--- config.mk ---
export PLATFORM = sky130hd
export DESIGN_NAME = spi_slave
export DESIGN_NICKNAME = d
export VERILOG_FILES = /design/src/rtl/spi_slave.sv
export SDC_FILE = /design/constraint.sdc
export NUM_CORES = 1
export LEC_CHECK = 0
export ABC_AREA = 1
export CORE_ASPECT_RATIO = 1.4
export CORE_UTILIZATION = 48
export DETAILED_ROUTE_END_ITERATION = 10
export GPL_TIMING_DRIVEN = 1
export PLACE_DENSITY = 0.83
export SLEW_MARGIN = 0
export SYNTH_ARGS = -nofsm -noshare
export SYNTH_HDL_FRONTEND = slang
export SYNTH_SLANG_ARGS = --single-unit
export TNS_END_PERCENT = 1
--- constraint.sdc ---
create_clock -name clk -period 1.3 [get_ports clk]
set_input_delay 0.13 -clock clk [delete_from_list [all_inputs] [get_ports clk]]
set_output_delay 0.13 -clock clk [all_outputs]
set_load 0.02 [all_outputs]
--- src/rtl/spi_slave.sv ---
// spi_slave: SPI slave turning MOSI frames into 10-bit command words and shifting read data out on MISO.
// Optional macro SPI_SLAVE_TX_TIMEOUT_EN bounds the READ_DATA wait for tx_valid to 15 cycles.
module spi_slave (
  input  logic       clk,
  input  logic       rst_n,
  input  logic       SS_n,
  input  logic       MOSI,
  output logic       MISO,
  output logic [9:0] rx_data,
  output logic       rx_valid,
  input  logic [7:0] tx_data,
  input  logic       tx_valid
);
  typedef enum logic [2:0] {IDLE, CHK_CMD, WRITE, READ_ADD, READ_DATA} state_t;
  state_t state;
  logic [3:0] cnt;
  logic [3:0] out_cnt;
  logic [8:0] rx_sh;
  logic [7:0] tx_sh;
  logic done;
  logic loaded;
  logic rd_addr_seen;
`ifdef SPI_SLAVE_TX_TIMEOUT_EN
  logic [3:0] wait_cnt;
  logic timed_out;
`endif
  always_ff @(posedge clk) begin
    if (!rst_n) begin
      state <= IDLE;
      MISO <= 1'b0;
      rx_data <= '0;
      rx_valid <= 1'b0;
      rd_addr_seen <= 1'b0;
      cnt <= '0;
      out_cnt <= '0;
      rx_sh <= '0;
      tx_sh <= '0;
      done <= 1'b0;
      loaded <= 1'b0;
`ifdef SPI_SLAVE_TX_TIMEOUT_EN
      wait_cnt <= '0;
      timed_out <= 1'b0;
`endif
    end else begin
      rx_valid <= 1'b0;
      MISO <= 1'b0;
      if (state != IDLE && SS_n) begin
        state <= IDLE;
        cnt <= '0;
        out_cnt <= '0;
        rx_sh <= '0;
        tx_sh <= '0;
        done <= 1'b0;
        loaded <= 1'b0;
`ifdef SPI_SLAVE_TX_TIMEOUT_EN
        wait_cnt <= '0;
        timed_out <= 1'b0;
`endif
      end else begin
        case (state)
          IDLE: if (!SS_n) state <= CHK_CMD;
          CHK_CMD: state <= MOSI ? (rd_addr_seen ? READ_DATA : READ_ADD) : WRITE;
          default: begin
            if (!done) begin
              rx_sh <= {rx_sh[7:0], MOSI};
              cnt <= cnt + 4'd1;
              if (cnt == 4'd9) begin
                cnt <= '0;
                done <= 1'b1;
                rx_data <= {rx_sh, MOSI};
                rx_valid <= 1'b1;
                if (state == READ_ADD) rd_addr_seen <= 1'b1;
                if (state == READ_DATA) rd_addr_seen <= 1'b0;
              end
            end else if (state == READ_DATA) begin
              // rx_valid still high marks the strobe cycle, where tx_valid is not yet accepted
              if (loaded) begin
                if (out_cnt != 4'd0) begin
                  MISO <= tx_sh[7];
                  tx_sh <= {tx_sh[6:0], 1'b0};
                  out_cnt <= out_cnt - 4'd1;
                end
              end
`ifdef SPI_SLAVE_TX_TIMEOUT_EN
              else if (!timed_out) begin
                if (tx_valid && !rx_valid) begin
                  MISO <= tx_data[7];
                  tx_sh <= {tx_data[6:0], 1'b0};
                  out_cnt <= 4'd7;
                  loaded <= 1'b1;
                end else if (wait_cnt == 4'd15) begin
                  timed_out <= 1'b1;
                  rd_addr_seen <= 1'b0;
                end else begin
                  wait_cnt <= wait_cnt + 4'd1;
                end
              end
`else
              else if (tx_valid && !rx_valid) begin
                MISO <= tx_data[7];
                tx_sh <= {tx_data[6:0], 1'b0};
                out_cnt <= 4'd7;
                loaded <= 1'b1;
              end
`endif
            end
          end
        endcase
      end
    end
  end
endmodule
==> results of run 1 <==
## cells by family (layout without fill, tap and decap cells)
logic type,count (synthesis),after routing,share of synthesized area (%)
compound gates,32,32,9.25
xor+xnor,1,1,0.473
fa+ha+maj,1,1,0.675
buf+inv,41,93,9.52
flops,42,42,45.4
mux,6,6,3.24
simple gates,134,134,31.5
## stage by stage
| step | area, um2 | std cells |
|---|---|---|
| after global routing | 2490 | 351 |
| after detailed placement | 2330 | 343 |
| after CTS | 2440 | 351 |
| after global placement | 2330 | 343 |
| final | 2490 | 351 |
| after floorplan | 1850 | 257 |
## power groups by stage
stage          clock network, mW  registers [mW]  logic [mW]
2_1_floorplan                  0            1.34       0.137
5_1_grt                    0.920            1.32       0.304
4_1_cts                    0.844            1.32       0.266
6_report                   0.823            1.32       0.277
3_5_place_dp                   0            1.34       0.260
3_3_place_gp                   0            1.34       0.256
## metal layers
metal,vias to the layer above,wire length [um]
met3,7,100
met1,779,1750
met2,32,2170
li1,901,-
met5,-,0
met4,0,57
## sequential cells by signal (all words and copies together), names as in the netlist
register and cells:
rx_sh 9, cnt 4, tx_sh 7, state 3, rd_addr_seen 1, rx_valid 1
loaded 1, done 1, out_cnt 4, MISO 1, rx_data 10
## final timing paths
path | depth (start not counted) | slack, ns | start | end
min reg2reg | 2 | 0.47 | tx_sh[1] | tx_sh[1]
max reg2reg | 8 | 0.007 | state[2] | tx_sh[4]
max | 8 | 0.007 | state[2] | tx_sh[4]
min | 3 | 0.42 | tx_data[0] | tx_sh[1]
## synthesized netlist by cell type (2+ instances only)
| master | instances |
|---|---|
| clkbuf_1 | 2 |
| inv_2 | 3 |
| nand2_1 | 62 |
| nor2_2 | 4 |
| nor2_1 | 46 |
| inv_1 | 29 |
| buf_6 | 2 |
| nand4_1 | 4 |
| o21ai_0 | 21 |
| nor3_2 | 2 |
| nand3_1 | 8 |
| a21oi_1 | 8 |
| dfxtp_1 | 42 |
| mux2i_1 | 6 |
| nand2_2 | 3 |
| buf_2 | 3 |
## final cells by class
class	count	area, um2	share of cell area, %
multi-input cells	174	912	36.6
flip-flops and latches	42	852	34.2
repair buffers	52	464	18.6
inverters	33	124	4.96
clock buffers	5	68.8	2.76
well taps	42	52.6	2.11
clock inverters	3	21.3	0.853
## worst min-delay path: stages
cell	delay (ns)
clkdlybuf4s50_1	0.40
nand3_1	0.09
a21oi_1	0.06
## cells in the final DEF, fill, tap and decap left out, types with 5 or more instances in the layout
master / synthesis / routed
nand2_1: 62 / 59
nor2_1: 46 / 44
dfxtp_1: 42 / 37
inv_1: 29 / 26
buf_4: 1 / 25
o21ai_0: 21 / 13
clkdlybuf4s50_1: 0 / 12
dlygate4sd2_1: 0 / 12
a21oi_1: 8 / 8
inv_2: 3 / 6
nand2_2: 3 / 6
o21ai_1: 1 / 6
mux2i_1: 6 / 6
nand3_1: 8 / 5
clkbuf_8: 0 / 5
## what timing repair did
item,CTS,global route
endpoints found under the setup margin,36,26
gates resized for setup,23,26
hold endpoints to repair,0,0
pin swaps,0,5
==> key figures, run 1 <==
Timing
  • Max_slew headroom: between 80% and 90%
  • Aggregate negative setup slack: 0 ns
  • Setup violation total in the final timing report: 0
  • Smallest setup slack after layout: about 0.0068 ns
  • Actual slew at the worst max-slew pin: between 0.2 and 0.25 ns
  • Portion of the clock cycle consumed by the worst path in the final layout: 99.5%
  • RSZ-0062 raised after global routing: true
  • Final hold vios: 0
  • Skew final: around 0.0062 ns
  • Post-layout min period: around 1.3 ns
  • Max Fclk: 773 MHz
  • WHS: around 0.42 ns
  • Final slew viol count: 0

Floorplanning
  • Total core area: roughly 3700 um2
  • Die boundary width: roughly 55 um
  • Die H: 75.5 um
  • Number of I/O pins: 25
  • Initial Utilization: 50.4%
  • Total die area: just over 4000 um2
  • Cell row count: 26

Clock tree
  • Clock transition at the registers of the reported paths: about 0.080 ns
  • Largest buffer count on any clock path: 2
  • Number of H-tree levels: 2
  • Clock tree root buffer cell: clkbuf_8
  • Num CTS Buffers: 5
  • TritonCTS clock tree: yes
  • Clock latency reported for the late side of the worst-skew pair: 0.29 ns
  • Number of setup buffers added after CTS: 0
  • Clock Sinks: 42
  • Cts-stage hold buffer count: 0

Synth
  • Net count of the mapped netlist: about 270
  • Synthesized instance count: between 200 and 300
  • Largest area contributor in the netlist: dfxtp_1
  • Post-synthesis instance area: around 1900 um2
  • Leading register cell type out of synthesis: dfxtp_1
  • Share of synthesized flip-flops with an asynchronous set or reset: 0%
  • Share of the synthesized area in the top cell type: 45.4%
  • Synth area leaders: dfxtp_1, nand2_1, nor2_1, inv_1, o21ai_0
  • Count of yosys warnings during synthesis: 0
  • Seq/Total Area, Yosys: around 45%
  • Number of enable flip-flop cells after synthesis: 0
  • Average footprint of a synthesized cell: between 7 and 8 um2
  • Number of register bits inferred by synthesis: 42
  • Number of different library cells in the post-synthesis netlist: 28

Place
  • Detailed-placement wirelength estimate: between 2000 and 3000 um
  • Number of buffers added on ports: 24
  • Weighted congestion at the end of routability-driven global placement: 0.842
  • Post-place setup slack: -0.145 ns

Drt
  • Initial drt markers: 33
  • Number of DRC violations after detailed routing: 0
  • Detail Route Antenna Nets: 0
  • First-pass iteration count of the detailed router: 4
  • Average wire per standard cell: 11.6 um
  • Routed via count divided by cell count: between 4 and 5
  • Total via count after detailed routing: ~1,700
  • Drt total wl: 4080 um

Global route
  • Maximum number of pins on one net before global-route repair: 18
  • Wire length of the first global-routing pass: between 6000 and 7000 um
  • Met1 capacity usage during global routing: 23.2%
  • Initial antenna violation count: 0
  • Global-route layer with the greatest usage: met2
  • Vias in the first global route: 1,651
  • Grt met3 use: under 10%
  • Grt met2 use: between 30 and 40%
  • Aggregate global routing overflow: 0
  • All-layer global routing usage: 21.9%

Power and ir drop
  • Portion of total power attributed to combinational logic: a little under an eighth
  • Relative contribution of the clock network to total power: approximately a third
  • Switching power: around 610 uW
  • Total power density per cell area: roughly 970 nW/um2
  • Switching share of power: about a quarter
  • Peak supply drop: approximately 0.76 mV
  • Internal Pwr Total: between 1.5 and 2 mW
  • PnR Total Power: approximately 2.4 mW
  • Leakage Power: about 1.1 nW
  • Part of the power in registers: 54.5%

Finish
  • NumNets Final: 322
  • Share of post-route cells with drive strength above 1: between 20% and 30%
  • # diodes: 0
  • Area growth from synthesis to final layout: 34.6%
  • Fillers: just over 300
  • Final Util: about two thirds

Critical path
  • Category of the worst setup path launch point: register
  • Critical path capture point type: register
  • Largest stage delay, worst path: about 0.38 ns
  • Worst setup path category: reg2reg
  • Critical Path RT: about 1.5 ns
  • Most Frequent Cell on Critical Path: nand2_1
  • CP bufs+invs: 2
  • Maximum fanout along the worst path: 16
  • Data arrival time at the worst-slack endpoint: about 1.5 ns
  • Worst path cell trace: inv_2 > nor3_4 > nand3_2 > nor2_4 > buf_12 > nand2_1 > nand2_1 > nor2_1
  • Slowest cell on crit path: dfxtp_4
  • Kind of cell adding the most delay to the critical path: simple AND/OR/NAND/NOR gates

Run status
  • Status: completed

Hold path
  • Type of the most critical hold path: in2reg

Run
  • Max Cap Viol: 0
Power figures use the tool's default switching activity.
==> run 2: changes to the inputs <==
Settings changed: CELL_PAD_IN_SITES_DETAIL_PLACEMENT set to 0, CELL_PAD_IN_SITES_GLOBAL_PLACEMENT set to 1, CORE_ASPECT_RATIO 1.4 to 0.75, CORE_UTILIZATION 48 to 35.
==> run 2 against run 1 <==
  * The run now ends with negative setup slack left
  * Highest routed layer unchanged
  * Worst setup slack got worse by 0.054 ns
  * Cell count rose by 9.1%
  * Maximum frequency fell by 4.0%
  * Design area rose by 1.2%
  * Count of clock-buffer cells in the layout did not move
  * Via count fell by 2.9%
  * Critical path type unchanged
  * Largest power group unchanged
==> key figures, run 2 (same netlist as run 1, synthesis figures left out) <==
Run status
  • Status: complete, but fails checks (was completed)
  • Violations in the final reports: negative setup slack

Power and ir drop
  • PnR Total Power: 2.46 mW (was 2.42 mW)
  • Total power density per cell area: 975 nW/um2 (was 970 nW/um2)
  • Leakage Power: 1.14 nW (about the same)
  • Peak supply drop: 0.707 mV (was 0.760 mV)

Clock tree
  • Number of H-tree levels: 2 (unchanged)
  • Clock tree root buffer cell: clkbuf_8 (unchanged)
  • Cts-stage hold buffer count: 0 (unchanged)
  • Largest buffer count on any clock path: 2 (unchanged)
  • Clock transition at the registers of the reported paths: 0.09 ns (was 0.08 ns)
  • Clock latency reported for the late side of the worst-skew pair: 0.30 ns (was 0.29 ns)
  • Num CTS Buffers: 5 (unchanged)
  • Clock Sinks: 42 (unchanged)
  • TritonCTS clock tree: yes (unchanged)

Drt
  • Detail Route met3 WL: 149 um (was 100 um)
  • Number of DRC violations after detailed routing: 0 (unchanged)
  • Total met2 wirelength after detailed routing: 1520 um (was 2170 um)
  • Detail Route Antenna Nets: 0 (unchanged)
  • Initial drt markers: 90 (was 33)
  • Routed via count divided by cell count: 4.36 (was 4.90)
  • Highest metal layer with signal wires: met4 (unchanged)
  • Met1 routed wirelength after detailed routing: 2140 um (was 1750 um)
  • Average wire per standard cell: 10.0 um (was 11.6 um)
  • Total via count after detailed routing: 1,669 (was 1,719)
  • First-pass iteration count of the detailed router: 4 (unchanged)
  • Drt total wl: 3850 um (was 4080 um)

Critical path
  • Most Frequent Cell on Critical Path: nand2_1 (unchanged)
  • Slowest cell on crit path: dfxtp_4 (unchanged)
  • Data arrival time at the worst-slack endpoint: 1.54 ns (was 1.49 ns)
  • R2r endpoint: tx_sh[6] (was tx_sh[4])
  • CP bufs+invs: 2 (unchanged)
  • Kind of cell adding the most delay to the critical path: simple AND/OR/NAND/NOR gates (unchanged)
  • Maximum fanout along the worst path: 8 (was 16)
  • Crit path depth: 8 (unchanged)
  • Setup slack of the most critical reg-to-reg path: -0.05 ns (was 0.007 ns)
  • Worst setup path category: reg2reg (unchanged)
  • Category of the worst setup path launch point: register (unchanged)
  • Critical path capture point type: register (unchanged)
  • Worst path cell trace: buf_6 > nor3_4 > nand3_2 > nor2_4 > buf_12 > nand2_1 > nand2_1 > nor2_1 (was inv_2 > nor3_4 > nand3_2 > nor2_4 > buf_12 > nand2_1 > nand2_1 > nor2_1)
  • Cells on worst reg2reg path: 8 (unchanged)
  • Critical Path RT: 1.49 ns (about the same)
  • Largest stage delay, worst path: 0.37 ns (was 0.38 ns)
  • R2R Path Start: state[1] (was state[2])

Finish
  • Share of post-route cells with drive strength above 1: 22.5% (was 23.9%)
  • Post-layout instance count excluding filler cells: 383 (was 351)
  • NumNets Final: 324 (was 322)
  • Flip-flop count of the largest register after layout: 10 (unchanged)
  • Biggest regs: rx_data x10, rx_sh x9, tx_sh x7 (unchanged)
  • # diodes: 0 (unchanged)
  • Post-route standard cell area excluding fillers: 2520 um2 (was 2490 um2)
  • Commonest cells after routing, fill and taps aside: nand2_1, nor2_1, dfxtp_1, inv_1, buf_4 (unchanged)
  • Leading cell type in the layout, fill and taps excluded: nand2_1 (unchanged)
  • Register ranked first by flip-flop count: rx_data (unchanged)
  • Area growth from synthesis to final layout: 36.2% (was 34.6%)

Place
  • Placed cell areas: 2340 um2 (was 2330 um2)
  • Weighted congestion at the end of routability-driven global placement: 0.785 (was 0.842)
  • Number of buffers added on ports: 24 (unchanged)
  • Instance count after placement with tap cells included: 371 (was 343)
  • Detailed-placement wirelength estimate: 2810 um (was 2890 um)

Timing
  • Setup violation total in the final timing report: 12 (was 0)
  • Final slew viol count: 0 (unchanged)
  • Max Fclk: 742 MHz (was 773 MHz)
  • Smallest setup slack after layout: -0.0470 ns (was 0.00680 ns)
  • RSZ-0062 raised after global routing: true (unchanged)
  • Aggregate negative setup slack: -0.354 ns (was 0 ns)
  • Final hold vios: 0 (unchanged)
  • WHS: 0.441 ns (was 0.419 ns)
  • Skew final: 0.0101 ns (was 0.00624 ns)
  • Portion of the clock cycle consumed by the worst path in the final layout: 104% (was 99.5%)
  • Actual slew at the worst max-slew pin: 0.222 ns (was 0.240 ns)
  • Post-layout min period: 1.35 ns (was 1.29 ns)
  • Max_slew headroom: 85.1% (was 83.8%)

Global route
  • Maximum number of pins on one net before global-route repair: 17 (was 18)
  • Wire length of the first global-routing pass: 6880 um (was 6530 um)
  • Vias in the first global route: 1,567 (was 1,651)
  • All-layer global routing usage: 15.6% (was 21.9%)
  • Aggregate global routing overflow: 0 (unchanged)
  • Initial antenna violation count: 0 (unchanged)

Hold path
  • Worst hold path startpoint: tx_data[7] (was tx_data[0])
  • Number of cells traversed by the worst hold path: 3 (unchanged)
  • End of the worst hold path: MISO (was tx_sh[1])
  • Type of the most critical hold path: in2reg (unchanged)

Floorplanning
  • Number of I/O pins: 25 (unchanged)
  • Die H: 65.0 um (was 75.5 um)
  • Die boundary width: 86.0 um (was 54.5 um)
  • Total core area: 4980 um2 (was 3680 um2)
  • Total die area: 5590 um2 (was 4120 um2)
  • Initial Utilization: 37.2% (was 50.4%)
  • Cell row count: 22 (was 26)

Run
  • Max Cap Viol: 0 (unchanged)
[run 2: area by class of cell]
| class | count | area, um2 |
|---|---|---|
| Tap cell | 72 | 90.1 |
| Timing Repair Buffer | 54 | 484 |
| Clock buffer | 5 | 68.8 |
| Sequential cell | 42 | 848 |
| Multi-Input combinational cell | 174 | 878 |
| Clock inverter | 3 | 25.0 |
| Inverter | 33 | 129 |
| Fill cell | 488 | 2460 |
[run 2: report_power, final]
group          internal [mW]  leakage (nW)  total [mW]  switching, mW
Sequential              1.30         0.340        1.31         0.0146
Clock                  0.388        0.0447       0.868          0.480
Combinational          0.133         0.755       0.278          0.146
[run 2: worst max-delay path by stage]
stage                     startpoint          to  slack, ns
after global routing        state[2]        MISO      -0.17
after global placement          SS_n  rx_data[7]      -0.20
after floorplan           out_cnt[0]    tx_sh[4]       0.03
after detailed placement        SS_n  rx_data[8]      -0.24
final                       state[1]    tx_sh[6]      -0.05
after CTS                 out_cnt[0]  out_cnt[0]      -0.06
[run 2: per-layer routing]
layer	vias up	track usage [%]
li1	905	-
met4	0	5.00
met3	4	3.82
met1	734	21.6
met2	26	23.7
met5	-	0
[run 2: what timing repair did]
| item | in CTS | in global routing |
|---|---|---|
| pin swaps | 0 | 4 |
| endpoints found under the setup margin | 37 | 28 |
| resized for setup | 18 | 17 |
| gates cloned | 0 | 1 |
| buffers inserted | 0 | 3 |
[run 2: worst min-delay path: cells and delay by family]
| kind | cells | cell delay (ns) |
|---|---|---|
| buf+inv | 1 | 0.40 |
| simple gates | 1 | 0.10 |
| compound gates | 1 | 0.07 |
[run 2: metrics by stage]
step / utilization, % / setup WS (ns)
2_1_floorplan: - / 0.0294
4_1_cts: 48.8 / -0.0554
3_3_place_gp: 46.9 / -0.196
6_report: 50.7 / -0.0470
5_1_grt: 50.7 / -0.165
3_5_place_dp: 46.9 / -0.242
==> run 3: changes to the inputs <==
Settings changed: CAP_MARGIN set to 30.
==> results of run 3 <==
Same layout as run 2: the final DEF is identical, and so are final timing and power.
